**config.mk**
```make
export PLATFORM = sky130hd
export DESIGN_NAME = alu_exec
export DESIGN_NICKNAME = d
export VERILOG_FILES = /design/src/rtl/alu_exec.sv
export SDC_FILE = /design/constraint.sdc
export NUM_CORES = 1
export LEC_CHECK = 0
export CORE_MARGIN = 5
export CORE_UTILIZATION = 40
export CTS_CLUSTER_DIAMETER = 50
export DETAILED_ROUTE_END_ITERATION = 6
export PLACE_DENSITY = 0.68
export SETUP_SLACK_MARGIN = 0.02
export SLEW_MARGIN = 20
export SYNTH_ARGS = -nofsm -noshare
export SYNTH_HDL_FRONTEND = slang
export SYNTH_SLANG_ARGS = --single-unit
```
**constraint.sdc**
```tcl
create_clock -name clk -period 4.6 [get_ports clk]
set_input_delay 0.69 -clock clk [delete_from_list [all_inputs] [get_ports clk]]
set_output_delay 0.69 -clock clk [all_outputs]
set_load 0.01 [all_outputs]
```
**src/rtl/alu_exec.sv**
```systemverilog
// rtl/alu_exec.sv - iterative ALU execution unit with valid/ready handshakes
//
// Ports:
//   clk, rst_n           rising-edge clock, synchronous active-low reset
//   in_valid, in_ready   operation handshake (in_ready high only in IDLE)
//   alu_op, op_a, op_b   operation code and unsigned operands, sampled at accept
//   out_valid, out_ready result handshake (out_valid high only in DONE)
//   result, result_hi    low word / quotient, high word / remainder
//   carry, zero          ADD carry or SUB borrow; low result word is zero
//   div_zero             DIV issued with op_b == 0
module alu_exec #(
    parameter int WIDTH = 16
) (
    input  logic             clk,
    input  logic             rst_n,
    input  logic             in_valid,
    output logic             in_ready,
    input  logic [2:0]       alu_op,
    input  logic [WIDTH-1:0] op_a,
    input  logic [WIDTH-1:0] op_b,
    output logic             out_valid,
    input  logic             out_ready,
    output logic [WIDTH-1:0] result,
    output logic [WIDTH-1:0] result_hi,
    output logic             carry,
    output logic             zero,
    output logic             div_zero
);

    localparam logic [2:0] OP_ADD = 3'b000;
    localparam logic [2:0] OP_SUB = 3'b001;
    localparam logic [2:0] OP_MUL = 3'b010;
    localparam logic [2:0] OP_DIV = 3'b011;
    localparam logic [2:0] OP_AND = 3'b100;
    localparam logic [2:0] OP_OR  = 3'b101;
    localparam logic [2:0] OP_XOR = 3'b110;
    localparam logic [2:0] OP_NOT = 3'b111;

    localparam int CW = $clog2(WIDTH + 1);

    typedef enum logic [1:0] {
        IDLE     = 2'd0,
        MUL_BUSY = 2'd1,
        DIV_BUSY = 2'd2,
        DONE     = 2'd3
    } state_t;

    state_t state, state_nx;

    logic [CW-1:0]        cnt;
    logic                 last_step;

    // Shift-add multiplier state
    logic [2*WIDTH-1:0]   mcand;
    logic [2*WIDTH-1:0]   acc;
    logic [2*WIDTH-1:0]   acc_nx;
    logic [WIDTH-1:0]     mplier;

    // Restoring divider state; quo starts as the dividend and is shifted
    // out MSB-first while quotient bits shift in at the bottom.
    logic [WIDTH-1:0]     rem;
    logic [WIDTH-1:0]     rem_nx;
    logic [WIDTH:0]       rem_sh;
    logic [WIDTH:0]       rem_diff;
    logic [WIDTH-1:0]     quo;
    logic [WIDTH-1:0]     quo_nx;
    logic [WIDTH-1:0]     divisor;

    // Single-cycle op results
    logic [WIDTH:0]       sum;
    logic [WIDTH:0]       diff;
    logic [WIDTH-1:0]     sc_res;
    logic                 sc_carry;

    assign in_ready  = (state == IDLE);
    assign out_valid = (state == DONE);
    assign last_step = (cnt == CW'(1));

    always_ff @(posedge clk) begin
        if (!rst_n) begin
            state <= IDLE;
        end else begin
            state <= state_nx;
        end
    end

    always_comb begin
        state_nx = state;
        case (state)
            IDLE: begin
                if (in_valid) begin
                    if (alu_op == OP_MUL) begin
                        state_nx = MUL_BUSY;
                    end else if (alu_op == OP_DIV && op_b != '0) begin
                        state_nx = DIV_BUSY;
                    end else begin
                        state_nx = DONE;
                    end
                end
            end
            MUL_BUSY: if (last_step) state_nx = DONE;
            DIV_BUSY: if (last_step) state_nx = DONE;
            DONE:     if (out_ready) state_nx = IDLE;
            default:  state_nx = IDLE;
        endcase
    end

    always_comb begin
        acc_nx   = mplier[0] ? (acc + mcand) : acc;

        // Remainder is always < divisor, so the shifted value fits WIDTH+1
        // bits and bit WIDTH of the difference is a clean borrow flag.
        rem_sh   = {rem, quo[WIDTH-1]};
        rem_diff = rem_sh - {1'b0, divisor};
        if (!rem_diff[WIDTH]) begin
            rem_nx = rem_diff[WIDTH-1:0];
            quo_nx = {quo[WIDTH-2:0], 1'b1};
        end else begin
            rem_nx = rem_sh[WIDTH-1:0];
            quo_nx = {quo[WIDTH-2:0], 1'b0};
        end
    end

    always_comb begin
        sum      = {1'b0, op_a} + {1'b0, op_b};
        diff     = {1'b0, op_a} - {1'b0, op_b};
        sc_res   = sum[WIDTH-1:0];
        sc_carry = sum[WIDTH];
        case (alu_op)
            OP_SUB: begin
                sc_res   = diff[WIDTH-1:0];
                sc_carry = diff[WIDTH];
            end
            OP_AND: begin
                sc_res   = op_a & op_b;
                sc_carry = 1'b0;
            end
            OP_OR: begin
                sc_res   = op_a | op_b;
                sc_carry = 1'b0;
            end
            OP_XOR: begin
                sc_res   = op_a ^ op_b;
                sc_carry = 1'b0;
            end
            OP_NOT: begin
                sc_res   = ~op_a;
                sc_carry = 1'b0;
            end
            OP_ADD: begin
                sc_res   = sum[WIDTH-1:0];
                sc_carry = sum[WIDTH];
            end
            default: begin
                sc_res   = sum[WIDTH-1:0];
                sc_carry = sum[WIDTH];
            end
        endcase
    end

    always_ff @(posedge clk) begin
        if (!rst_n) begin
            cnt       <= '0;
            mcand     <= '0;
            acc       <= '0;
            mplier    <= '0;
            rem       <= '0;
            quo       <= '0;
            divisor   <= '0;
            result    <= '0;
            result_hi <= '0;
            carry     <= 1'b0;
            zero      <= 1'b0;
            div_zero  <= 1'b0;
        end else begin
            case (state)
                IDLE: begin
                    if (in_valid) begin
                        if (alu_op == OP_MUL) begin
                            mcand  <= {{WIDTH{1'b0}}, op_a};
                            mplier <= op_b;
                            acc    <= '0;
                            cnt    <= CW'(WIDTH);
                        end else if (alu_op == OP_DIV && op_b != '0) begin
                            rem     <= '0;
                            quo     <= op_a;
                            divisor <= op_b;
                            cnt     <= CW'(WIDTH);
                        end else if (alu_op == OP_DIV) begin
                            result    <= '1;
                            result_hi <= op_a;
                            carry     <= 1'b0;
                            zero      <= 1'b0;
                            div_zero  <= 1'b1;
                        end else begin
                            result    <= sc_res;
                            result_hi <= '0;
                            carry     <= sc_carry;
                            zero      <= (sc_res == '0);
                            div_zero  <= 1'b0;
                        end
                    end
                end
                MUL_BUSY: begin
                    acc    <= acc_nx;
                    mcand  <= {mcand[2*WIDTH-2:0], 1'b0};
                    mplier <= {1'b0, mplier[WIDTH-1:1]};
                    cnt    <= cnt - CW'(1);
                    if (last_step) begin
                        result    <= acc_nx[WIDTH-1:0];
                        result_hi <= acc_nx[2*WIDTH-1:WIDTH];
                        carry     <= 1'b0;
                        zero      <= (acc_nx[WIDTH-1:0] == '0);
                        div_zero  <= 1'b0;
                    end
                end
                DIV_BUSY: begin
                    rem <= rem_nx;
                    quo <= quo_nx;
                    cnt <= cnt - CW'(1);
                    if (last_step) begin
                        result    <= quo_nx;
                        result_hi <= rem_nx;
                        carry     <= 1'b0;
                        zero      <= (quo_nx == '0);
                        div_zero  <= 1'b0;
                    end
                end
                default: ;
            endcase
        end
    end

endmodule

```
After elaboration in Yosys (flattened, before gate mapping)
Index checks and enable logic that the tools add are counted.

$add $sub $neg: 5. Equal/unequal tests: 21. Multiplexer cells: 64. Bitwise gates (word level): 5. Reduce and logical (&&, ||, !) cells: 19.

Operators with widths (count): 16-bit two-way mux (21); 32-bit two-way mux (5); 32-bit case mux with 2 select lines (2); 16-bit case mux with 2 select lines (3); 16-bit case mux with 3 select lines (2); 16-bit case mux with 5 select lines (1); 16-bit zero test (3); 32-bit adder (1); 16-bit by 16-bit adder with 17-bit output (1); 1-bit two-way mux (17); 16-bit by 16-bit subtractor with 17-bit output (1); 17-bit by 16-bit subtractor with 17-bit output (1); 16-bit AND (1); 16-bit NOT (1); 16-bit bitwise OR (1); 16-bit nonzero test (1); 16-bit bitwise XOR (1); 5-bit two-way mux (3); 3-bit equality test, second input constant (4); 2-bit inequality test, second input constant (5); 5-bit case mux with 2 select lines (1); 3-bit AND reduction (3); 2-bit two-way mux (4); 2-bit by 1-bit inequality test with 1-bit output, second input constant (4); 20 further kinds (27).

Register bits after elaboration: 170. Bits of input ports: 39. Output and inout port bits: 37. Word-level logic and storage cells: 127.

Longest topological paths before layout
Gate-level depths: netlist (run 1).

Depth in word-level cells: 8. Depth in mapped cells: 13.

Least setup slack after synthesis (run 1)
Ideal clock, no wire load.

Kind: in2reg. Start point: in op_b[1]. End point: reg zero. Library setup time: 67 ps. Arrival: 3076 ps. Path slack: 1456 ps. Cell stages on the path: 11. Path buffers: 0. Cells stage by stage: inv_1 ha_1 o21ba_2 or4_1 a311oi_1 o31ai_1 xnor2_1 a2111o_1 nor4_1 nand4b_1 o21ai_2.

Cells in the longest elaborated chain, start to end: 8.

Ends and longest elaborated chain: from (decl) (RTL line 20) `input logic [WIDTH-1:0] op_b,`; 16-bit by 16-bit adder with 17-bit output, or another cell as far along (RTL line 125) `sum = {1'b0, op_a} + {1'b0, op_b};`; 16-bit case mux with 5 select lines (RTL line 129) `case (alu_op)`; 16-bit zero test (RTL line 199) `zero <= (sc_res == '0);`; 1-bit two-way mux (RTL line 189) `end else if (alu_op == OP_DIV) begin`; 1-bit two-way mux (RTL line 184) `end else if (alu_op == OP_DIV && op_b != '0) begin`; 1-bit two-way mux (RTL line 179) `if (alu_op == OP_MUL) begin`; 1-bit two-way mux (RTL line 178) `if (in_valid) begin`; 1-bit case mux with 3 select lines (RTL line 176) `case (state)`; to (signal assigned) (RTL line 199); to (signal assigned) (RTL line 213) `zero <= (acc_nx[WIDTH-1:0] == '0);`; to (signal assigned) (RTL line 225) `zero <= (quo_nx == '0);`; to (decl) (RTL line 26) `output logic zero,`.

Several ways; a longest one is shown, not always the timed one. The select of a mux whose other input is x is not followed. A chain may end at the register's enable or synchronous reset.

Worst setup path after layout (run 1)
Start point: in op_a[2]. End point: reg zero.

Cells in the longest elaborated chain, start to end: 8.

Ends and longest elaborated chain: from (decl) (RTL line 19) `input logic [WIDTH-1:0] op_a,`; 16-bit by 16-bit adder with 17-bit output, or another cell as far along (RTL line 125); 16-bit case mux with 5 select lines (*) (RTL line 129); 16-bit zero test (*) (RTL line 199); 1-bit two-way mux (*) (RTL line 189); 1-bit two-way mux (*) (RTL line 184); 1-bit two-way mux (*) (RTL line 179); 1-bit two-way mux (*) (RTL line 178); 1-bit case mux with 3 select lines (*) (RTL line 176).

Every way passes the cells marked *; elsewhere a longest branch is shown, timed or not. The select of a mux whose other input is x is not followed.

==> reports/results.txt, run 1 <==
Highest Clock Rate = 0.254 GHz
Area after DPL = 14700 um2
Worst r2r dst = zero
Critical Path End Type = flop
H-Tree Depth = 4
Mean Syn Cell Area = 7.47 um2
Slew Limit Headroom = 40.6%
Routed len/inst = 21.9 um
Seq/Total Area, Yosys = 25.7%
Initial antenna violation count = 0
Crit path required time = 5010 ps
Netlist cell types = 85
Routed wire length = 49.7 mm
Clk_lat worst skew = 470 ps
Hold Path Class = flop to flop
Post-synth top area share = 25.7%
Reg2reg setup slack = 950 ps
CTS tree = built
RSZ-0062 raised after global routing = false
Buffers plus inverters on the worst setup path = 3
CP max stage delay = 710 ps
Die Span X = 192 um
Critical Setup Path Class = input pin to flop
First-pass DRT Iterations = 5
Num CTS Buffers = 17
Hold Fails Final Rpt = 0
Critical path startpoint category = input pin
Worst Tran Pin Value = 887 ps
Worst Path Max Fanout = 12
Layout cells sized above 1 = 7.94%
Final instance area = 15200 um2
Status = completed
Tcrit/Tclk final = 85.7%
Syn_nets = 1917
Fin Clk Skew = 18.7 ps
Post-CTS resize count = 0
FP Rows = 66
Static Leak = 0.00611 uW
Crit-path leading delay family = compound AO/OA/AOI/OAI gates
Slew Limit Fails = 0
Total of max-cap violations = 0
Fraction of registers with async set or reset after synthesis = 0%
Top post-synthesis cells by count = 203 x nand2_1, 179 x nor2_1, 170 x dfxtp_1
Largest area contributor in the netlist = dfxtp_1
Sequential cell area = 3400 um2
Hold path depth = 2
Cts hold-fix bufs = 0
Initial Util = 40.6%
Final antenna-violating net count = 0
Synth area leaders = dfxtp_1 26%, ha_1 9.6%, nand2_1 5.8%
Register bit total from synthesis = 170
Worst path slowest cell = o41ai_1
Nets = 1959
DIE AREA = 36900 um2
Largest net degree at the start of global routing = 70
Final setup vio count = 0
Buffers on Ports = 75
Hold_ws = 455 ps
Multi-input logic area = 9070 um2
Post-synth EDFFs = 0
# diodes = 0
Die Y = 192 um
Fillers = 3252
Pwr/cell area = 431 nW/um2
Grt ovf = 0
DP HPWL = 37.2 mm
Hold wc startpoint = result[0]
Synth Warn # = 0
Core box area = 32600 um2
Post-CTS Setup Repair Bufs = 0
GP Congestion = 0.967
Hold worst-path end = result[0]
Critical Path AT = 4350 ps
Ports = 76
RR Startpoint = quo[15]
CTS clock-pin slew for the worst setup and hold paths = 80 ps
Setup tns final = 0 ps
Post-Syn Area = 13200 um2
Total GRT Usage = 26.8%
Synthesis-to-finish area growth = 15.0%
DRT iter0 DRCs = 1526
IR drop worst, VDD = 0.292 mV
Clock root buffer = clkbuf_16
Vias per inst = 6.12
Most common flop cell mapped by yosys = dfxtp_1
R2R cell count = 12
Count leader, synth = nand2_1
DRC viols = 0
Clock tree buffer depth = 2
Via count = 13900
Final min period = 3940 ps
First-pass GRT wire length = 77.1 mm
Clk sinks = 170
Number of global-route vias before repair = 13100
Syn Inst Count = 1772
Crit-path cells = clkdlybuf4s50_1, inv_1, ha_1, a21oi_1, a2111oi_1, buf_4, nor3_1, o31ai_1, or3b_2, a31oi_1, o41ai_1, nand2_1, o21ai_2
-- worst max-delay path by stage --
stage,slack [ps],cells past startpoint,endpoint,start
global placement,260,13,zero,op_a[2]
CTS,720,13,zero,op_a[2]
detailed placement,250,13,zero,op_a[2]
global route,360,13,zero,op_a[2]
floorplan,1460,11,zero,op_b[1]
finish,660,13,zero,op_a[2]
-- registers in the layout, indices dropped and copies added (netlist names) --
| register | count |
|---|---|
| mcand | 32 |
| rem | 16 |
| cnt | 5 |
| divisor | 16 |
| zero | 1 |
| acc | 32 |
| state | 2 |
| result | 16 |
| mplier | 16 |
| quo | 16 |
| carry | 1 |
| div_zero | 1 |
| result_hi | 16 |
-- metrics by stage --
| stage | std cells | utilization (%) | setup slack (ps) | total power [uW] |
|---|---|---|---|---|
| after floorplan | 1772 | - | 1460 | 3880 |
| after global placement | 2237 | 44.9 | 264 | 5020 |
| final | 2269 | 46.7 | 660 | 6570 |
| after detailed placement | 2237 | 44.9 | 253 | 5060 |
| after global routing | 2269 | 46.7 | 364 | 6920 |
| after CTS | 2269 | 46.7 | 718 | 6530 |
-- cell usage in the layout (no fill, tap or decap), types with 14 or more instances in the layout --
cell type        instances
o31ai_1                 15
nand2_1                203
a211oi_1                22
a31oi_1                 19
a21o_1                  23
o211a_1                 19
clkdlybuf4s50_1         74
or3_1                   15
xnor2_1                 24
o211ai_1                66
nor3_1                  27
nand2b_1                26
a22oi_1                 15
and2_1                  23
a21oi_1                144
o21ai_0                105
inv_1                   96
o21a_1                  15
nand3_1                 58
nor4_1                  17
mux2i_1                 22
buf_4                   59
clkbuf_16               17
ha_1                   100
nand4_1                 14
dfxtp_1                170
nor2_1                 179
nor2b_1                 20
-- cell type report --
| type | count | area share, % |
|---|---|---|
| clock buffer | 17 | 2.79 |
| sequential | 170 | 22.3 |
| clock inverter | 15 | 0.994 |
| timing repair buffer | 137 | 8.20 |
| multi-input combinational | 1387 | 59.5 |
| tap | 442 | 3.63 |
| inverter | 101 | 2.50 |
-- worst reg2reg max path: cells and delay by family, from the launching register on --
family	cells	cell delay (ps)
compound gates	8	2240
simple gates	1	140
buf+inv	1	70
fa+ha+maj	2	650
flops	1	430
-- logic make-up (layout without fill, tap and decap cells) --
group / Yosys count / in the layout / synth area share [%]
simple gates: 629 / 629 / 22.1
mux: 38 / 38 / 3.73
compound gates: 579 / 579 / 29.6
fa+ha+maj: 106 / 106 / 10.2
xor+xnor: 35 / 35 / 2.31
buf+inv: 215 / 270 / 6.30
flops: 170 / 170 / 25.7
-- where the power goes --
group	leakage, uW	switching, uW	internal, uW	total (uW)
Combinational	0.00444	2030	1150	3180
Clock	0.000282	745	721	1470
Sequential	0.00138	210	1720	1930
-- routing by layer --
layer / part of all wire, % / vias up / GRT usage, % / routed length [um]
li1: - / 6531 / - / -
met1: 45 / 6692 / 36.7 / 22200
met2: 45 / 592 / 43.4 / 22500
met3: 7.7 / 67 / 4.60 / 3830
met4: 2.5 / 0 / 7.90 / 1260
met5: 0 / - / 0 / 0
No activity file was read; power rests on OpenSTA's default activity.
==> run 2, diff against run 1 <==
CELL_PAD_IN_SITES_DETAIL_PLACEMENT = 1   (was not set)
CELL_PAD_IN_SITES_GLOBAL_PLACEMENT = 1   (was not set)
PLACE_DENSITY = 0.84   (was 0.68)
==> run 2 against run 1 <==
Against the previous run: count of clock-buffer cells in the layout up 2; sequential share of layout area about the same; largest power group unchanged; fmax up 1.5%; total power up 1.8%.
==> reports/results.txt, run 2 (synthesis gave the netlist of run 1 again) <==
Status = completed
Buffers on Ports = 75 (unchanged)
Final min period = 3880 ps (-57.6 ps)
Initial Util = 40.6% (unchanged)
Worst setup margin = 717 ps (+57.6 ps)
Clock tree buffer depth = 2 (unchanged)
Clock root buffer = clkbuf_16
Worst Path Max Fanout = 4 (-8)
Buffers plus inverters on the worst setup path = 3 (unchanged)
Critical Path End Type = flop
Total GRT Usage = 28.9% (+2.1 points)
Die Span X = 192 um (unchanged)
DRT iter0 DRCs = 1116 (-27%)
Largest net degree at the start of global routing = 70 (unchanged)
GP Congestion = 0.916 (-5.2%)
Worst path slowest cell = clkdlybuf4s50_1
RR Startpoint = quo[15]
Net Sw Power = 3000 uW (+0.60%)
Synthesis-to-finish area growth = 14.8%
# diodes = 0 (unchanged)
Clock power share = 23.7% (+1.4 points)
CP max stage delay = 690 ps (-20 ps)
Final setup vio count = 0 (unchanged)
Critical path startpoint category = input pin
Crit path required time = 5000 ps (about the same)
Routed wire length = 54.3 mm (+9.3%)
Sequential Power Share = 28.9% (-0.4 points)
Worst Setup SP = op_a[0]
Setup tns final = 0 ps (unchanged)
Slew Limit Headroom = 36.1% (-4.5 points)
Worst r2r dst = result_hi[14]
Largest regs = acc: 32 flops, mcand: 32 flops
Nets = 1956 (-0.15%)
Ports = 76 (unchanged)
Final antenna-violating net count = 0 (unchanged)
Routed len/inst = 24.0 um (+9.4%)
Pwr/cell area = 440 nW/um2 (+2.0%)
Vias per inst = 6.28 (+2.6%)
Crit-path leading delay family = simple AND/OR/NAND/NOR gates
Sequential cell area = 3400 um2 (unchanged)
Int Pwr = 3690 uW (+2.8%)
Critical Setup Path Class = input pin to flop
Hold wc startpoint = result[2]
Hold Fails Final Rpt = 0 (unchanged)
DRC viols = 0 (unchanged)
Hold Path Class = flop to flop
First-pass GRT wire length = 83.4 mm (+8.1%)
Grt ovf = 0 (unchanged)
Highest Clock Rate = 0.258 GHz (+1.5%)
Sw frac = 44.9% (-0.53 points)
First-pass DRT Iterations = 5 (unchanged)
Commonest non-fill, non-tap cell in the layout = nand2_1
Initial antenna violation count = 0 (unchanged)
Clk_lat worst skew = 460 ps (about the same)
Clk sinks = 170 (unchanged)
R2R cell count = 12 (unchanged)
Hold worst-path end = result[2]
Fillers = 3992 (+23%)
Highest-count cells in the layout ignoring fill and taps = 203 x nand2_1, 179 x nor2_1, 170 x dfxtp_1, 144 x a21oi_1, 105 x o21ai_0
Fin Clk Skew = 10.4 ps (-8.30 ps)
Static Leak = 0.00609 uW (-0.32%)
Post-CTS Setup Repair Bufs = 0 (unchanged)
DP HPWL = 40.7 mm (+9.3%)
Worst Tran Pin Value = 956 ps (+68.3 ps)
Slew Limit Fails = 0 (unchanged)
Hold path depth = 2 (unchanged)
DIE AREA = 36900 um2 (unchanged)
Core box area = 32600 um2 (unchanged)
Cts hold-fix bufs = 0 (unchanged)
RSZ-0062 raised after global routing = false
H-Tree Depth = 4 (unchanged)
Number of global-route vias before repair = 14300 (+9.0%)
Num CTS Buffers = 17 (unchanged)
Critical Path AT = 4280 ps (-70 ps)
IR drop worst, VDD = 0.275 mV (-5.8%)
FP Rows = 66 (unchanged)
Via count = 14200 (+2.5%)
CTS clock-pin slew for the worst setup and hold paths = 80 ps (about the same)
Post-CTS resize count = 0 (unchanged)
Dpl ws = 297 ps (+44.3 ps)
Die Y = 192 um (unchanged)
Multi-input logic area = 9070 um2 (unchanged)
Crit-path cells = clkdlybuf4s50_1, ha_1, inv_1, fa_1, and2_1, a221oi_1, o22ai_1, a22oi_1, nand3b_1, or4_1, nor4_1, buf_4, nand4b_1, o21ai_2
Tcrit/Tclk final = 84.4% (-1.3 points)
Reg2reg setup slack = 960 ps (about the same)
Total of max-cap violations = 0 (unchanged)
Gate power share = 47.3% (-1.0 points)
CTS tree = built
Layout cells sized above 1 = 7.79% (-0.15 points)
## run 2: cell types whose count changed in the layout (fill, tap and decap cells not counted)
cell	previous run	this run
buf_12	3	0
clkinv_8	2	0
clkinv_2	2	1
inv_8	4	2
bufinv_16	0	2
clkinvlp_4	1	4
clkbuf_8	0	2
clkinv_4	4	2
## run 2: layout make-up
type | instances | area share, %
clock buffer | 19 | 2.98
clock inverter | 13 | 1.03
inverter | 101 | 2.50
multi-input combinational | 1387 | 59.6
sequential | 170 | 22.4
tap | 442 | 3.64
timing repair buffer | 134 | 7.82
## run 2: power groups by stage
| stage | clock, uW | combinational, uW | sequential, uW |
|---|---|---|---|
| 6_report | 1590 | 3170 | 1930 |
| 5_1_grt | 1650 | 3400 | 1960 |
| 4_1_cts | 1600 | 3130 | 1930 |
| 3_3_place_gp | 0 | 3010 | 1950 |
| 3_5_place_dp | 0 | 3100 | 1960 |
| 2_1_floorplan | 0 | 1970 | 1910 |
## run 2: per-layer routing
metal,up-vias,part of all wire (%),wire [um],global-route usage (%)
met1,7101,44,23700,37.9
met5,-,0,0,0
li1,6510,-,-,-
met2,507,47,25500,49.1
met3,105,6.3,3420,4.45
met4,0,3.2,1710,9.02
## run 2: how the worst max path moves through the flow
stage	slack, ps	cells past startpoint	to
6_report	720	14	zero
3_5_place_dp	300	14	result[12]
3_3_place_gp	340	14	result[12]
5_1_grt	540	14	zero
4_1_cts	760	14	result[12]
2_1_floorplan	1460	11	zero
## run 2: through the flow
stage	power (uW)	util [%]	area [um2]	std cells	hold slack (ps)
3_5_place_dp	5050	44.7	14600	2234	461
5_1_grt	7000	46.6	15200	2266	490
3_3_place_gp	4960	44.7	14600	2234	443
6_report	6690	46.6	15200	2266	468
4_1_cts	6660	46.6	15200	2266	472
2_1_floorplan	3880	-	13200	1772	440
## run 2: worst register-to-register path, delay by kind of cell, from the launching register on
kind	cells	cell delay (ps)
mux	1	430
flops	1	400
fa+ha+maj	2	650
buf+inv	1	80
compound gates	7	1780
simple gates	1	130
==> run 3, diff against run 2 <==
PLACE_DENSITY = 0.87   (was 0.84)
clock period = 3.1 ns   (was 4.6 ns; I/O delays follow)
==> run 3 against run 2 <==
Against the previous run: cell count is 9.6% higher; sequential share of layout area is 3.2 points lower; the flow now finishes with violations (setup timing); first-iteration DRC count is 69% higher; non-clock buffer count is 218 higher; register-to-register slack worse by 1200 ps; design area is 17% higher; largest power group unchanged; critical endpoint is now result_hi[8]; die area stayed put; clock power is 51% higher; utilization is 7.9 points higher; setup slack worse by 960 ps; via count is 16% higher; routed wire length is 26% higher.
==> reports/results.txt, run 3 (synthesis gave the netlist of run 1 again) <==
Critical Setup Path Class = flop to flop
DP HPWL = 44.8 mm (+10%)
Dpl ws = -1050 ps (-1340 ps)
Clk sinks = 170 (unchanged)
CP max stage delay = 490 ps (-200 ps)
Die Span X = 192 um (unchanged)
Final antenna-violating net count = 0 (unchanged)
Buffers plus inverters on the worst setup path = 2 (-1)
Tcrit/Tclk final = 108%
Hold Path Class = flop to flop
Final instance area = 17800 um2 (+17%)
Failing checks = setup timing
Via count = 16500 (+16%)
First-pass DRT Iterations = 6 (+1)
Total GRT Usage = 34.2% (+5.3 points)
# diodes = 0 (unchanged)
Clock root buffer = clkbuf_16
Initial Util = 40.6% (unchanged)
Layout cells sized above 1 = 23.7% (+16 points)
Number of global-route vias before repair = 16800 (+17%)
Static Leak = 0.00738 uW (+21%)
Fin Clk Skew = 13.5 ps (+3.14 ps)
Highest-count cells in the layout ignoring fill and taps = 262 x buf_4, 200 x nand2_1, 175 x nor2_1, 166 x dfxtp_1, 136 x a21oi_1
Buffers on Ports = 75 (unchanged)
DRC viols = 0 (unchanged)
Hold Fails Final Rpt = 0 (unchanged)
Num CTS Buffers = 17 (unchanged)
Crit-path leading delay family = compound AO/OA/AOI/OAI gates
Worst setup margin = -244 ps (-961 ps)
Cts hold-fix bufs = 0 (unchanged)
Clk_lat worst skew = 460 ps (about the same)
Die Y = 192 um (unchanged)
Worst Tran Pin Value = 1100 ps (+147 ps)
Largest net degree at the start of global routing = 80 (+14%)
H-Tree Depth = 4 (unchanged)
Fillers = 3919 (-1.8%)
Crit-path cells = inv_2, fa_2, nor2b_2, o21a_1, o21ai_2, a21o_1, a2111o_1, o211ai_4, buf_12, mux2i_4, nor2_4, o311a_1
Ports = 76 (unchanged)
CTS clock-pin slew for the worst setup and hold paths = 80 ps (about the same)
Vias per inst = 6.63 (+5.7%)
RSZ-0062 raised after global routing = true
Slew Limit Headroom = 26.2% (-9.9 points)
Grt ovf = 0 (unchanged)
Critical Path End Type = flop
Final min period = 3340 ps
Crit path required time = 3450 ps (-1550 ps)
Nets = 2174 (+11%)
Core box area = 32600 um2 (unchanged)
Worst Path Max Fanout = 7 (+3)
CTS tree = built
Total of max-cap violations = 0 (unchanged)
Synthesis-to-finish area growth = 34.2%
Commonest non-fill, non-tap cell in the layout = buf_4
Highest Clock Rate = 0.299 GHz
Final setup vio count = 34 (+34)
Tot Pwr = 11800 uW (+77%)
Clock tree buffer depth = 2 (unchanged)
Initial antenna violation count = 0 (unchanged)
Area after DPL = 16200 um2 (+11%)
DIE AREA = 36900 um2 (unchanged)
GP Congestion = 0.930 (+1.4%)
First-pass GRT wire length = 98.2 mm (+18%)
IR drop worst, VDD = 0.489 mV (+78%)
Routed len/inst = 27.6 um (+15%)
Slew Limit Fails = 0 (unchanged)
Worst path slowest cell = a2111o_1
Critical path startpoint category = flop
DRT iter0 DRCs = 1889 (+69%)
Status = finished with violations
Hold_ws = 470 ps (+1.96 ps)
FP Rows = 66 (unchanged)
Routed wire length = 68.6 mm (+26%)
Critical Path AT = 3690 ps (-590 ps)
Pwr/cell area = 665 nW/um2 (+51%)
Largest regs = acc: 32 flops, mcand: 32 flops
## run 3: timing repair
action                                  4_1_cts  5_1_grt
pin swaps                                    32       31
endpoints found under the setup margin       47       70
cloned                                        1        0
buffers inserted                             13        5
resized for setup                           118       88
## run 3: worst register-to-register path: stages (launching register included)
cell      delay [ps]
dfxtp_2          400
inv_2            130
fa_2             460
nor2b_2          150
o21a_1           190
o21ai_2           90
a21o_1           230
a2111o_1         490
o211ai_4         170
buf_12           210
mux2i_4          350
nor2_4            80
o311a_1          300
## run 3: metal layers
metal	vias to the layer above	wire [um]	GRT usage (%)
li1	6967	-	-
met1	7997	25700	40.5
met2	1106	31300	58.0
met3	407	6670	7.14
met4	0	4960	18.4
met5	-	0	0
## run 3: power by group
part / internal, uW / switching, uW / total, uW
sequential: 2550 / 407 / 2960
combinational: 2540 / 3920 / 6460
clock: 1360 / 1050 / 2400
total: 6450 / 5370 / 11800
## run 3: path summary, 6_finish.rpt
| kind | startpoint | end | slack (ps) | cells after the start |
|---|---|---|---|---|
| hold / removal | result[2] | result[2] | 470 | 2 |
| setup / recovery | rem[0] | result_hi[8] | -240 | 12 |
| hold reg to reg | result[2] | result[2] | 470 | 2 |
| setup reg to reg | rem[0] | result_hi[8] | -240 | 12 |
## run 3: layout make-up
cell class	count	area, um2	share of cell area [%]
clock buffers	18	429	2.41
clock inverters	14	194	1.09
inverters	101	387	2.17
multi-input cells	1387	9870	55.5
flip-flops and latches	170	3410	19.2
well taps	442	553	3.11
repair buffers	352	2940	16.6
## run 3: metrics by stage
stage	utilization [%]	setup TNS [ps]	cells
floorplan	-	0	1772
global placement	49.6	-18040	2435
detailed placement	49.6	-20520	2435
CTS	53.4	-290	2480
global route	54.5	-5750	2484
finish	54.5	-4620	2484
